===== config.mk =====
export PLATFORM = sky130hd
export DESIGN_NAME = seq_mul
export DESIGN_NICKNAME = d
export VERILOG_FILES = /design/src/rtl/seq_mul.sv
export SDC_FILE = /design/constraint.sdc
export NUM_CORES = 1
export LEC_CHECK = 0
export BUFFER_PORTS_ARGS = -buffer_cell sky130_fd_sc_hd__buf_4
export CORE_MARGIN = 4
export CORE_UTILIZATION = 62
export CTS_CLUSTER_SIZE = 14
export DETAILED_ROUTE_END_ITERATION = 7
export GPL_TIMING_DRIVEN = 0
export HOLD_SLACK_MARGIN = 0.15
export PLACE_DENSITY = 0.87
export SLEW_MARGIN = 20
export SYNTH_ARGS = -nofsm -noshare
export SYNTH_HDL_FRONTEND = slang
export SYNTH_SLANG_ARGS = --single-unit

===== constraint.sdc =====
create_clock -name clk -period 2.9 [get_ports clk]
set_input_delay 0.58 -clock clk [delete_from_list [all_inputs] [get_ports clk]]
set_output_delay 0.58 -clock clk [all_outputs]
set_load 0.02 [all_outputs]

===== src/rtl/seq_mul.sv =====
// Iterative shift-add multiplier: N-bit operands, 2N-bit product, unsigned or
// two's-complement per operation, fixed N+1 cycle latency with start/done handshake.
module seq_mul #(
  parameter int unsigned N = 4
) (
  input  logic           clk,
  input  logic           rst,
  input  logic           start,
  input  logic           sgn,
  input  logic [N-1:0]   a,
  input  logic [N-1:0]   b,
  output logic           busy,
  output logic           done,
  output logic [2*N-1:0] p
);

  localparam int unsigned CW = $clog2(N + 1);

  localparam logic [1:0] S_IDLE = 2'd0;
  localparam logic [1:0] S_RUN  = 2'd1;
  localparam logic [1:0] S_DONE = 2'd2;

  localparam logic [CW-1:0]  LAST_CNT = CW'(N);
  localparam logic [2*N-1:0] ONE_2N   = {{(2*N-1){1'b0}}, 1'b1};
  localparam logic [N-1:0]   ONE_N    = {{(N-1){1'b0}}, 1'b1};

  logic [1:0]     state_q,  state_d;
  logic [CW-1:0]  count_q,  count_d;
  logic [2*N-1:0] acc_q,    acc_d;
  logic [2*N-1:0] mcand_q,  mcand_d;
  logic [N-1:0]   mplier_q, mplier_d;
  logic           neg_q,    neg_d;
  logic [2*N-1:0] p_q,      p_d;

  logic [N-1:0]   a_mag;
  logic [N-1:0]   b_mag;
  logic           capture;

  // The most negative operand negates to 2^(N-1), which is still exact as N-bit unsigned.
  always_comb begin
    a_mag = (sgn && a[N-1]) ? (~a + ONE_N) : a;
    b_mag = (sgn && b[N-1]) ? (~b + ONE_N) : b;
  end

  assign capture = start && ((state_q == S_IDLE) || (state_q == S_DONE));

  always_comb begin
    state_d  = state_q;
    count_d  = count_q;
    acc_d    = acc_q;
    mcand_d  = mcand_q;
    mplier_d = mplier_q;
    neg_d    = neg_q;
    p_d      = p_q;

    if (capture) begin
      state_d  = S_RUN;
      count_d  = '0;
      acc_d    = '0;
      mcand_d  = {{N{1'b0}}, a_mag};
      mplier_d = b_mag;
      neg_d    = sgn && (a[N-1] ^ b[N-1]);
    end else begin
      case (state_q)
        S_RUN: begin
          if (count_q == LAST_CNT) begin
            // All N iterations are in the accumulator; apply the sign and publish.
            p_d     = neg_q ? (~acc_q + ONE_2N) : acc_q;
            state_d = S_DONE;
          end else begin
            if (mplier_q[0]) begin
              acc_d = acc_q + mcand_q;
            end
            mplier_d = mplier_q >> 1;
            mcand_d  = mcand_q << 1;
            count_d  = count_q + 1'b1;
          end
        end
        S_DONE: begin
          state_d = S_IDLE;
        end
        default: begin
          state_d = S_IDLE;
        end
      endcase
    end
  end

  always_ff @(posedge clk) begin
    if (rst) begin
      state_q  <= S_IDLE;
      count_q  <= '0;
      acc_q    <= '0;
      mcand_q  <= '0;
      mplier_q <= '0;
      neg_q    <= 1'b0;
      p_q      <= '0;
    end else begin
      state_q  <= state_d;
      count_q  <= count_d;
      acc_q    <= acc_d;
      mcand_q  <= mcand_d;
      mplier_q <= mplier_d;
      neg_q    <= neg_d;
      p_q      <= p_d;
    end
  end

  assign busy = (state_q == S_RUN);
  assign done = (state_q == S_DONE);
  assign p    = p_q;

endmodule


Yosys cells after proc, flatten, opt, wreduce, memory -nomap -nowiden
Cells that the tools add are included.
Widths: inputs -> output; s select.

cells by class
  reductions and logical operators = 13
  multiplexer cells = 12
  add/subtract/negate cells = 5
  equality and inequality tests = 5
  bitwise logic cells = 7

operators by type and width
  cell                 number
  $mux 4               8
  $add 4x1->4 const B  2
  $add 8x1->8 const B  1
  $add 8x8->8          1
  $mux 8               1
  $not 4->4            2
  $not 8->8            1
  $reduce_and 3->1     2
  $logic_and 1x1->1    4
  $reduce_and 2->1     2
  $add 3x1->3 const B  1
  $eq 3x3->1 const B   1
  $mux 1               3
  $ne 3x1->1 const B   1
  $not 1->1            3
  $reduce_or 3->1      1
  $eq 2x1->1 const B   1
  $eq 2x2->1 const B   1
  $logic_not 2->1      1
  $ne 2x2->1 const B   1
  $reduce_bool 2->1    1
  $reduce_or 2->1      1
  $logic_or 1x1->1     1
  $xor 1x1->1          1

word-level totals
  register bits = 34
  logic and storage cells = 51
  input bits = 12

Logic depth before layout (Yosys ltp)
Gate-level depths: netlist of the first run.

  word-level depth = 5
  depth in mapped cells = 8

Worst setup path before layout of the first run
No wires, ideal clock.

  path kind = register to register
  start point = register acc_q[0]
  end point = register acc_q[6]
  period minus slack after synthesis = 1.827 ns
  stages on the path, launching flop included = 9
  arrival = 1.765 ns
  slack = 1.073 ns
  data required time = 2.838 ns
  library setup time = 0.062 ns
  cell sequence = dfxtp_1 ha_1 inv_1 fa_1 nor2b_1 o21a_1 o211ai_1 a2111o_1 nand3_1

between the ends
  cells in the longest elaborated chain, start to end = 1

ends and longest elaborated chain
  what                    line  source
  start, declared         29    logic [2*N-1:0] acc_q, acc_d;
  start signal, assigned  93    acc_q <= '0;
  start signal, assigned  101   acc_q <= acc_d;
  $add 8x8->8             72    acc_d = acc_q + mcand_q;

No other way between the ends.
A chain may end at the register's enable or synchronous reset.

Worst setup path in the final report of the first run
Ends and elaborated chain as after synthesis.

==> reports/metrics.yaml, run 1 <==
hold_path:
  hold_start: "p[0]"
  whs_endpoint: "p[0]"
  hp-class: "flip-flop to flip-flop"
  hold-path-cell-count: 2
logic_synthesis:
  synth_top_area_cell: "dfxtp_1"
  syn_nets: 255
  ys.flop_type: "dfxtp_1"
  syn_area_um2: 1850
  synth_edf_count: 0
  syn_avg_cell_area_um2: 8.04
  netlist_top_cells_area: "dfxtp_1 37%, ha_1 8.1%, nand2_1 7.7%"
  async_flop_share_pct: 0
  ys_ff_latch: 34
  yosysWarningCount: 0
  synth_seq_area_share_pct: 36.8
  netlist.area_leader.share_pct: 36.8
  synthDistinctLibCells: 38
  post_synth_inst_count: 230
floorplanning:
  die_x_um: 62.6
  io_pins: 22
  start_util_pct: 65.9
  die_h_um: 62.6
  rows: 19
  coreArea_um2: 2810
  dieArea_um2: 3920
setup_path:
  rr_startpoint: "acc_q[0]"
  reg2reg_to: "acc_q[6]"
  startpoint_type: "flip-flop"
  cp.required_ps: 3180
  r2r_cells: 8
  setup.worst_path.end_class: "flip-flop"
  regToRegSetupSlack_ps: 860
  crit_type: "flip-flop to flip-flop"
  crit_fanout: 5
  arrival_ps: 2310
clocking:
  cts_hold_buf: 0
  post_cts_resized: 0
  clock-sinks: 34
  postCtsSetupBuffers: 0
  clk_pin_slew_worst_paths_ps: 110
  cts_tree: "yes"
  root_buffer: "clkbuf_4"
  numCtsBuffers: 5
  clkLatencyLatePin_ps: 340
  clockBufferDepth: 2
  cts-htree-levels: 2
placement:
  place_area_um2: 2050
  dp_hpwl_um: 2910
  dp_cells: 282
  port_buffers: 21
  finalWeightedCongestion: 0.866
final_layout:
  final_cell_area_um2: 2120
  syn_to_final_growth_pct: 14.9
  drive_above_1_share_pct: 15.4
  final_cell_mix: "38 x nand2_1, 34 x dfxtp_1, 21 x nor2_1, 21 x buf_4, 20 x a21oi_1"
  layout_commonest_cell: "nand2_1"
  finalNetCount: 283
  layout.cells.non_filler: 290
  diodes: 0
detailed_routing:
  wl_um: 3840
  route.vias.total: 1685
  wl_per_cell_um: 13.2
  vias_per_cell: 5.81
  ant_nets: 0
  drtIter0Drc: 88
  firstDrtPassIters: 4
  drc: 0
power:
  p_leak_uw: 0.000856
  combPwrFrac_pct: 12.2
  ir_drop_mv: 0.325
  p_sw_uw: 235
  p_seq_share_pct: 52.8
  p_total_uw: 925
  p_sw_share_pct: 25.4
  clkPwrFrac_pct: 34.9
  p_int_uw: 690
  power_density_nw_per_um2: 435
global_route:
  grt_pass1_vias: 1538
  grt_pass1_wl_um: 6670
  overflow: 0
  grt_usage_pct: 21.3
  grt_max_degree: 11
  antenna_found_initial: 0
timing:
  slew_headroom_pct: 64.4
  post-route-period-util_pct: 70.2
  hold_viol: 0
  max_freq_ghz: 0.491
  timing.final.crit_period_ps: 2040
  drv_slew: 0
  worst-slew-pin-transition_ps: 534
  finalSetupViolCount: 0
  hold_slack_ps: 475
  fin_skew_ps: 8.64
  tns_ps: 0
  rsz0062_at_grt: "false"
flow_run:
  maxCapViolCount: 0
status:
  outcome: "completed"
==> registers in the layout, summed over array words and instances, names as in the netlist <==
signal and flops:
acc_q 8, count_q 3, mcand_q 8, mplier_q 4
neg_q 1, p 8, state_q 2
==> through the flow <==
stage / util (%) / setup slack (ps)
CTS: 75.7 / 880
global placement: 72.9 / 945
floorplan: - / 1070
global route: 75.7 / 746
finish: 75.7 / 864
detailed placement: 72.9 / 915
==> worst max-delay path, cell delays in order, from the launching register on <==
cell and delay, ps:
dfxtp_1 430, ha_1 210, inv_1 70, fa_1 370, nor2b_1 160, o21a_1 160, o211ai_1 110, a2111o_1 380
nand3_1 80
==> logic make-up (layout without fill, tap and decap cells) <==
logic type | after synthesis | in the layout | synth area share [%]
simple gates | 90 | 90 | 21.9
compound gates | 55 | 55 | 20.0
mux | 2 | 2 | 1.15
flops | 34 | 34 | 36.8
buf+inv | 24 | 53 | 5.28
fa+ha+maj | 13 | 13 | 9.20
xor+xnor | 12 | 12 | 5.68
==> final cells by class <==
type	instances	area (um^2)
Fill cell	216	681
Inverter	12	45.0
Sequential cell	34	681
Timing Repair Buffer	21	158
Clock buffer	8	78.8
Buffer	12	52.6
Tap cell	31	38.8
Multi-Input combinational cell	172	1070
==> synthesized netlist by cell type (3+ instances only) <==
cell type and count:
xor2_1 9, a311oi_1 4, inv_1 11, nor2b_1 4
nor2_1 21, ha_1 12, o31ai_1 5, clkbuf_1 6
o21ai_0 3, buf_2 5, xnor2_1 3, and3_1 4
a21oi_1 20, dfxtp_1 34, a211oi_1 11, nand3_1 13
nand2b_1 3, nand2_1 38
==> routing by layer <==
metal | track usage, % | routed length [um] | vias to the layer above
li1 | - | - | 857
met1 | 26.0 | 1700 | 774
met2 | 34.6 | 1800 | 47
met3 | 7.37 | 285 | 7
met4 | 7.71 | 57 | 0
met5 | 0 | 0 | -
==> worst max path at each step <==
stage	start	to	slack (ps)	depth (start not counted)
6_report	acc_q[0]	acc_q[6]	860	8
5_1_grt	acc_q[0]	acc_q[6]	750	8
4_1_cts	acc_q[0]	acc_q[6]	880	8
3_5_place_dp	acc_q[0]	acc_q[6]	920	8
3_3_place_gp	acc_q[0]	acc_q[6]	950	8
2_1_floorplan	acc_q[0]	acc_q[6]	1070	8
==> power by group through the flow <==
| stage | Clock (uW) | Sequential (uW) | Combinational [uW] |
|---|---|---|---|
| after floorplan | 0 | 497 | 75.2 |
| after global placement | 0 | 499 | 110 |
| after detailed placement | 0 | 499 | 112 |
| after CTS | 327 | 489 | 113 |
| after global routing | 356 | 491 | 128 |
| final | 323 | 489 | 113 |
Note: power is estimated with default switching activity, not from simulation.
==> inputs of run 2 (changes only) <==
--- a/config.mk
+++ b/config.mk
@@ -7,12 +7,12 @@
 export LEC_CHECK = 0
 export BUFFER_PORTS_ARGS = -buffer_cell sky130_fd_sc_hd__buf_4
 export CORE_MARGIN = 4
-export CORE_UTILIZATION = 62
+export CORE_UTILIZATION = 57
 export CTS_CLUSTER_SIZE = 14
 export DETAILED_ROUTE_END_ITERATION = 7
 export GPL_TIMING_DRIVEN = 0
 export HOLD_SLACK_MARGIN = 0.15
-export PLACE_DENSITY = 0.87
+export PLACE_DENSITY = 0.81
 export SLEW_MARGIN = 20
 export SYNTH_ARGS = -nofsm -noshare
 export SYNTH_HDL_FRONTEND = slang
==> constraint.sdc (replaced) <==
create_clock -name clk -period 1.9 [get_ports clk]
set_input_delay 0.38 -clock clk [delete_from_list [all_inputs] [get_ports clk]]
set_output_delay 0.38 -clock clk [all_outputs]
set_load 0.02 [all_outputs]
==> reports/metrics.yaml, run 2 (synthesis results as in run 1) <==
power:
  p_sw_uw: 346  # +47%
  p_leak_uw: 0.000847  # -1.1%
  clkPwrFrac_pct: 28.2  # -6.7 points
  p_int_uw: 942  # +36%
  combPwrFrac_pct: 13.8  # +1.6 points
  power_density_nw_per_um2: 603  # +38%
  p_sw_share_pct: 26.9  # +1.4 points
  ir_drop_mv: 0.457  # +41%
  p_seq_share_pct: 58.0  # +5.2 points
clocking:
  clk_pin_slew_worst_paths_ps: 100  # about the same
  clkLatencyLatePin_ps: 340  # about the same
  cts_tree: "yes"
  cts-htree-levels: 2  # unchanged
  clockBufferDepth: 2  # unchanged
  root_buffer: "clkbuf_4"
  clock-sinks: 34  # unchanged
  numCtsBuffers: 5  # unchanged
final_layout:
  syn_to_final_growth_pct: 15.5
  layout_commonest_cell: "nand2_1"
  post-route-util_pct: 69.4  # -6.3 points
  final_cell_mix: "38 x nand2_1, 31 x dfxtp_1, 23 x buf_4, 20 x a21oi_1, 20 x nor2_1"
  nFillCells: 270  # +25%
  diodes: 0  # unchanged
  layout.cells.non_filler: 304  # +4.8%
  finalNetCount: 285  # +0.71%
  drive_above_1_share_pct: 17.7  # +2.2 points
  regArea_um2: 684  # +0.55%
  multi_input_area_um2: 1080  # +0.93%
timing:
  hold_slack_ps: 306  # -170 ps
  drv_slew: 0  # unchanged
  finalSetupViolCount: 0  # unchanged
  worst-slew-pin-transition_ps: 535  # +0.939 ps
  max_freq_ghz: 0.542  # +10%
  timing.final.crit_period_ps: 1850  # -189 ps
  slew_headroom_pct: 64.4  # about the same
  worst_slack_ps: 53.3  # -811 ps
  fin_skew_ps: 8.67  # +0.0348 ps
  hold_viol: 0  # unchanged
  post-route-period-util_pct: 97.2  # +27 points
global_route:
  grt_usage_pct: 20.0  # -1.4 points
  overflow: 0  # unchanged
  antenna_found_initial: 0  # unchanged
  grt_pass1_vias: 1522  # -1.0%
  grt_max_degree: 11  # unchanged
  grt_pass1_wl_um: 6600  # -1.0%
setup_path:
  crit_fanout: 3  # -2
  startpoint_type: "flip-flop"
  crit_type: "flip-flop to flip-flop"
  arrival_ps: 2130  # -180 ps
  cp.required_ps: 2180  # -1000 ps
  setup.worst_path.end_class: "flip-flop"
floorplanning:
  die_h_um: 65.0  # +3.7%
  rows: 20  # +1
  io_pins: 22  # unchanged
  start_util_pct: 60.1  # -5.8 points
  coreArea_um2: 3080  # +9.7%
  die_x_um: 65.0  # +3.7%
  dieArea_um2: 4220  # +7.6%
status:
  outcome: "completed"
placement:
  finalWeightedCongestion: 0.822  # -5.1%
  port_buffers: 21  # unchanged
  post-place-ws_ps: -69.3  # -985 ps
  dp_cells: 295  # +4.6%
  dp_hpwl_um: 2920  # +0.55%
detailed_routing:
  firstDrtPassIters: 4  # unchanged
  drc: 0  # unchanged
  vias_per_cell: 5.51  # -5.2%
  route.vias.total: 1674  # -0.65%
  ant_nets: 0  # unchanged
  wl_um: 3930  # +2.3%
  wl_per_cell_um: 12.9  # -2.4%
  drtIter0Drc: 97  # +10%
hold_path:
  hp-class: "primary input to flip-flop"
flow_run:
  maxCapViolCount: 0  # unchanged
## run 2: what timing repair did
| action | 4_1_cts | 5_1_grt |
|---|---|---|
| pin swaps | 0 | 1 |
| setup endpoints to repair | 1 | 3 |
| gates resized for setup | 3 | 4 |
| hold buffers | 0 | 0 |
| setup buffers | 1 | 1 |
## run 2: critical path, cell delays in order (launching register included)
cell,delay (ps)
dfxtp_2,350
ha_2,180
inv_1,50
fa_2,340
nor2b_2,130
o21a_1,170
o211ai_1,110
a2111o_1,380
nand3_1,80
## run 2: area by class of cell
class | instances | area share (%)
Timing Repair Buffer | 23 | 8.08
Inverter | 12 | 2.11
Clock buffer | 7 | 2.11
Tap cell | 44 | 2.58
Multi-Input combinational cell | 172 | 50.6
Buffer | 12 | 2.46
Sequential cell | 34 | 32.0
## run 2: final timing paths
kind | cells past startpoint | from | slack (ps) | to
worst min-delay path | 3 | a[0] | 310 | mcand_q[0]
worst max register to register | 8 | mcand_q[0] | 50 | acc_q[6]
worst max-delay path | 8 | mcand_q[0] | 50 | acc_q[6]
worst min register to register | 2 | count_q[1] | 480 | count_q[1]
## run 2: power groups by stage
stage                     logic [uW]  clock network, uW  registers (uW)
final                            178                363             746
after global routing             203                404             749
after CTS                        173                375             746
after detailed placement         172                  0             762
after global placement           169                  0             762
after floorplan                  115                  0             759
## run 2: through the flow
step	power (uW)	TNS [ps]	area, um^2
after global placement	931	-59.9	2060
final	1290	0	2140
after floorplan	873	0	1850
after global routing	1360	-0.613	2140
after CTS	1290	0	2120
after detailed placement	934	-69.3	2060
## run 2: routing by layer
layer	share of wire (%)	GRT usage [%]	wire (um)	vias to the layer above
met2	47	32.8	1830	34
met5	0	0	0	-
met1	47	26.0	1850	771
met4	1.7	6.33	66	0
li1	-	-	-	860
met3	4.6	4.16	180	9
==> inputs of run 3 (changes only) <==
--- a/config.mk
+++ b/config.mk
@@ -6,13 +6,13 @@
 export NUM_CORES = 1
 export LEC_CHECK = 0
 export BUFFER_PORTS_ARGS = -buffer_cell sky130_fd_sc_hd__buf_4
-export CORE_MARGIN = 4
+export CORE_MARGIN = 2
 export CORE_UTILIZATION = 57
 export CTS_CLUSTER_SIZE = 14
 export DETAILED_ROUTE_END_ITERATION = 7
 export GPL_TIMING_DRIVEN = 0
 export HOLD_SLACK_MARGIN = 0.15
-export PLACE_DENSITY = 0.81
+export PLACE_DENSITY = 0.88
 export SLEW_MARGIN = 20
 export SYNTH_ARGS = -nofsm -noshare
 export SYNTH_HDL_FRONTEND = slang
==> reports/metrics.yaml, run 3 (synthesis results as in run 1) <==
power:
  p_leak_uw: 0.000895  # +5.6%
  ir_drop_mv: 0.511  # +12%
  power_density_nw_per_um2: 635  # +5.3%
clocking:
  root_buffer: "clkbuf_4"
  clkLatencyLatePin_ps: 350  # about the same
  numCtsBuffers: 5  # unchanged
  cts-htree-levels: 2  # unchanged
  clockBufferDepth: 2  # unchanged
  clk_pin_slew_worst_paths_ps: 100  # about the same
  cts_tree: "yes"
  cts_hold_buf: 0  # unchanged
  clock-sinks: 34  # unchanged
final_layout:
  syn_to_final_growth_pct: 21.6
  drive_above_1_share_pct: 21.8  # +4.1 points
  final_cell_area_um2: 2250  # +5.3%
  final_cell_mix: "38 x nand2_1, 30 x dfxtp_1, 28 x buf_4, 21 x nor2_1, 19 x a21oi_1"
  nFillCells: 236  # -13%
  finalNetCount: 290  # +1.8%
  diodes: 0  # unchanged
  regArea_um2: 691  # +0.91%
  layout.cells.non_filler: 310  # +2.0%
  multi_input_area_um2: 1120  # +3.2%
  layout_commonest_cell: "nand2_1"
setup_path:
  slowest_delay_ps: 380  # about the same
  regToRegSetupSlack_ps: 70  # +20 ps
  setup.worst_path.end_class: "flip-flop"
  arrival_ps: 2120  # about the same
  rr_startpoint: "acc_q[0]"
  path_depth: 8  # unchanged
  critPathBufInv: 1  # unchanged
  crit_fanout: 3  # unchanged
  crit_start: "acc_q[0]"
  crit_slowest_cell: "a2111o_1"
  cp-endpoint: "acc_q[6]"
  critical_path.top_delay_family: "compound AO/OA/AOI/OAI gates"
  reg2reg_to: "acc_q[6]"
  crit_type: "flip-flop to flip-flop"
  startpoint_type: "flip-flop"
  r2r_cells: 8  # unchanged
  crit_chain: "ha_4 -> inv_2 -> fa_2 -> nor2b_2 -> o21a_1 -> o211ai_1 -> a2111o_1 -> nand3_1"
  cp.required_ps: 2190  # about the same
hold_path:
  hp-class: "primary input to flip-flop"
  hold-path-cell-count: 3  # unchanged
timing:
  timing.final.crit_period_ps: 1830  # -16.5 ps
  post-route-period-util_pct: 96.3  # -0.87 points
  hold_slack_ps: 315  # +9.92 ps
  tns_ps: 0  # unchanged
  max_freq_ghz: 0.546  # +0.90%
  slew_headroom_pct: 64.0  # -0.39 points
  worst_slack_ps: 69.8  # +16.5 ps
  hold_viol: 0  # unchanged
  drv_slew: 0  # unchanged
  finalSetupViolCount: 0  # unchanged
  fin_skew_ps: 6.24  # -2.43 ps
  worst-slew-pin-transition_ps: 540  # +5.92 ps
global_route:
  overflow: 0  # unchanged
  grt_max_degree: 11  # unchanged
  antenna_found_initial: 0  # unchanged
  grt_pass1_wl_um: 6850  # +3.8%
  grt_pass1_vias: 1567  # +3.0%
  grt_usage_pct: 25.4  # +5.5 points
placement:
  finalWeightedCongestion: 0.872  # +6.1%
  dp_hpwl_um: 3020  # +3.4%
  port_buffers: 21  # unchanged
  post-place-ws_ps: -108  # -38.9 ps
  place_area_um2: 2060  # unchanged
  dp_cells: 295  # unchanged
detailed_routing:
  drc: 0  # unchanged
  firstDrtPassIters: 4  # unchanged
  vias_per_cell: 5.71  # +3.7%
  route.vias.total: 1771  # +5.8%
  ant_nets: 0  # unchanged
  wl_per_cell_um: 14.4  # +11%
  wl_um: 4460  # +14%
  drtIter0Drc: 84  # -13%
floorplanning:
  dieArea_um2: 3720  # -12%
  start_util_pct: 60.1  # unchanged
  die_h_um: 61.0  # -6.2%
  rows: 20  # unchanged
  coreArea_um2: 3080  # unchanged
  die_x_um: 61.0  # -6.2%
  io_pins: 22  # unchanged
status:
  outcome: "completed"
flow_run:
  maxCapViolCount: 0  # unchanged
==> run 3: cell count changes in the layout (fill, tap and decap cells not counted), sizes merged <==
cell,delta
buf,+5
clkbuf,+1
==> run 3: worst min-delay path: stages <==
cell and delay, ps:
buf_4 130, nand3_1 60, a21oi_1 50
==> run 3: report_power, final <==
part           leakage, uW  switching, uW  internal [uW]  total (uW)
clock network    0.0000446            242            253         495
registers         0.000278           16.6            730         746
logic             0.000572            113           74.3         187
total             0.000895            371           1060        1430
==> run 3: what timing repair did <==
action / 4_1_cts / 5_1_grt
buffers inserted: 6 / 2
endpoints found under the hold margin: 0 / 0
gates resized for setup: 8 / 7
pin swaps: 3 / 5
setup endpoints to repair: 1 / 2
==> run 3: area by class of cell <==
type                    instances  area share (%)
multi-input cells             172            49.6
flip-flops and latches         34            30.7
repair buffers                 28            9.35
clock buffers                   8            3.51
well taps                      44            2.45
plain buffers                  12            2.34
inverters                      12            2.00
==> run 3: worst min path at each step <==
stage / start / end / slack, ps
floorplan: mcand_q[3] / mcand_q[4] / 450
global placement: p[0] / p[0] / 450
detailed placement: mcand_q[7] / mcand_q[7] / 470
CTS: a[0] / mcand_q[0] / 300
global route: a[0] / mcand_q[0] / 310
finish: b[3] / mplier_q[3] / 320
==> run 3: layer usage <==
metal / GRT usage, % / routed length, um / up-vias
li1: - / - / 875
met5: 0 / 0 / -
met3: 6.18 / 365 / 15
met1: 30.7 / 1780 / 815
met2: 42.5 / 2200 / 66
met4: 12.1 / 112 / 0
==> run 3: through the flow <==
stage / power (uW) / utilization, %
after floorplan: 873 / -
after global placement: 929 / 67.0
after detailed placement: 935 / 67.0
after CTS: 1420 / 71.8
after global routing: 1480 / 73.0
final: 1430 / 73.0
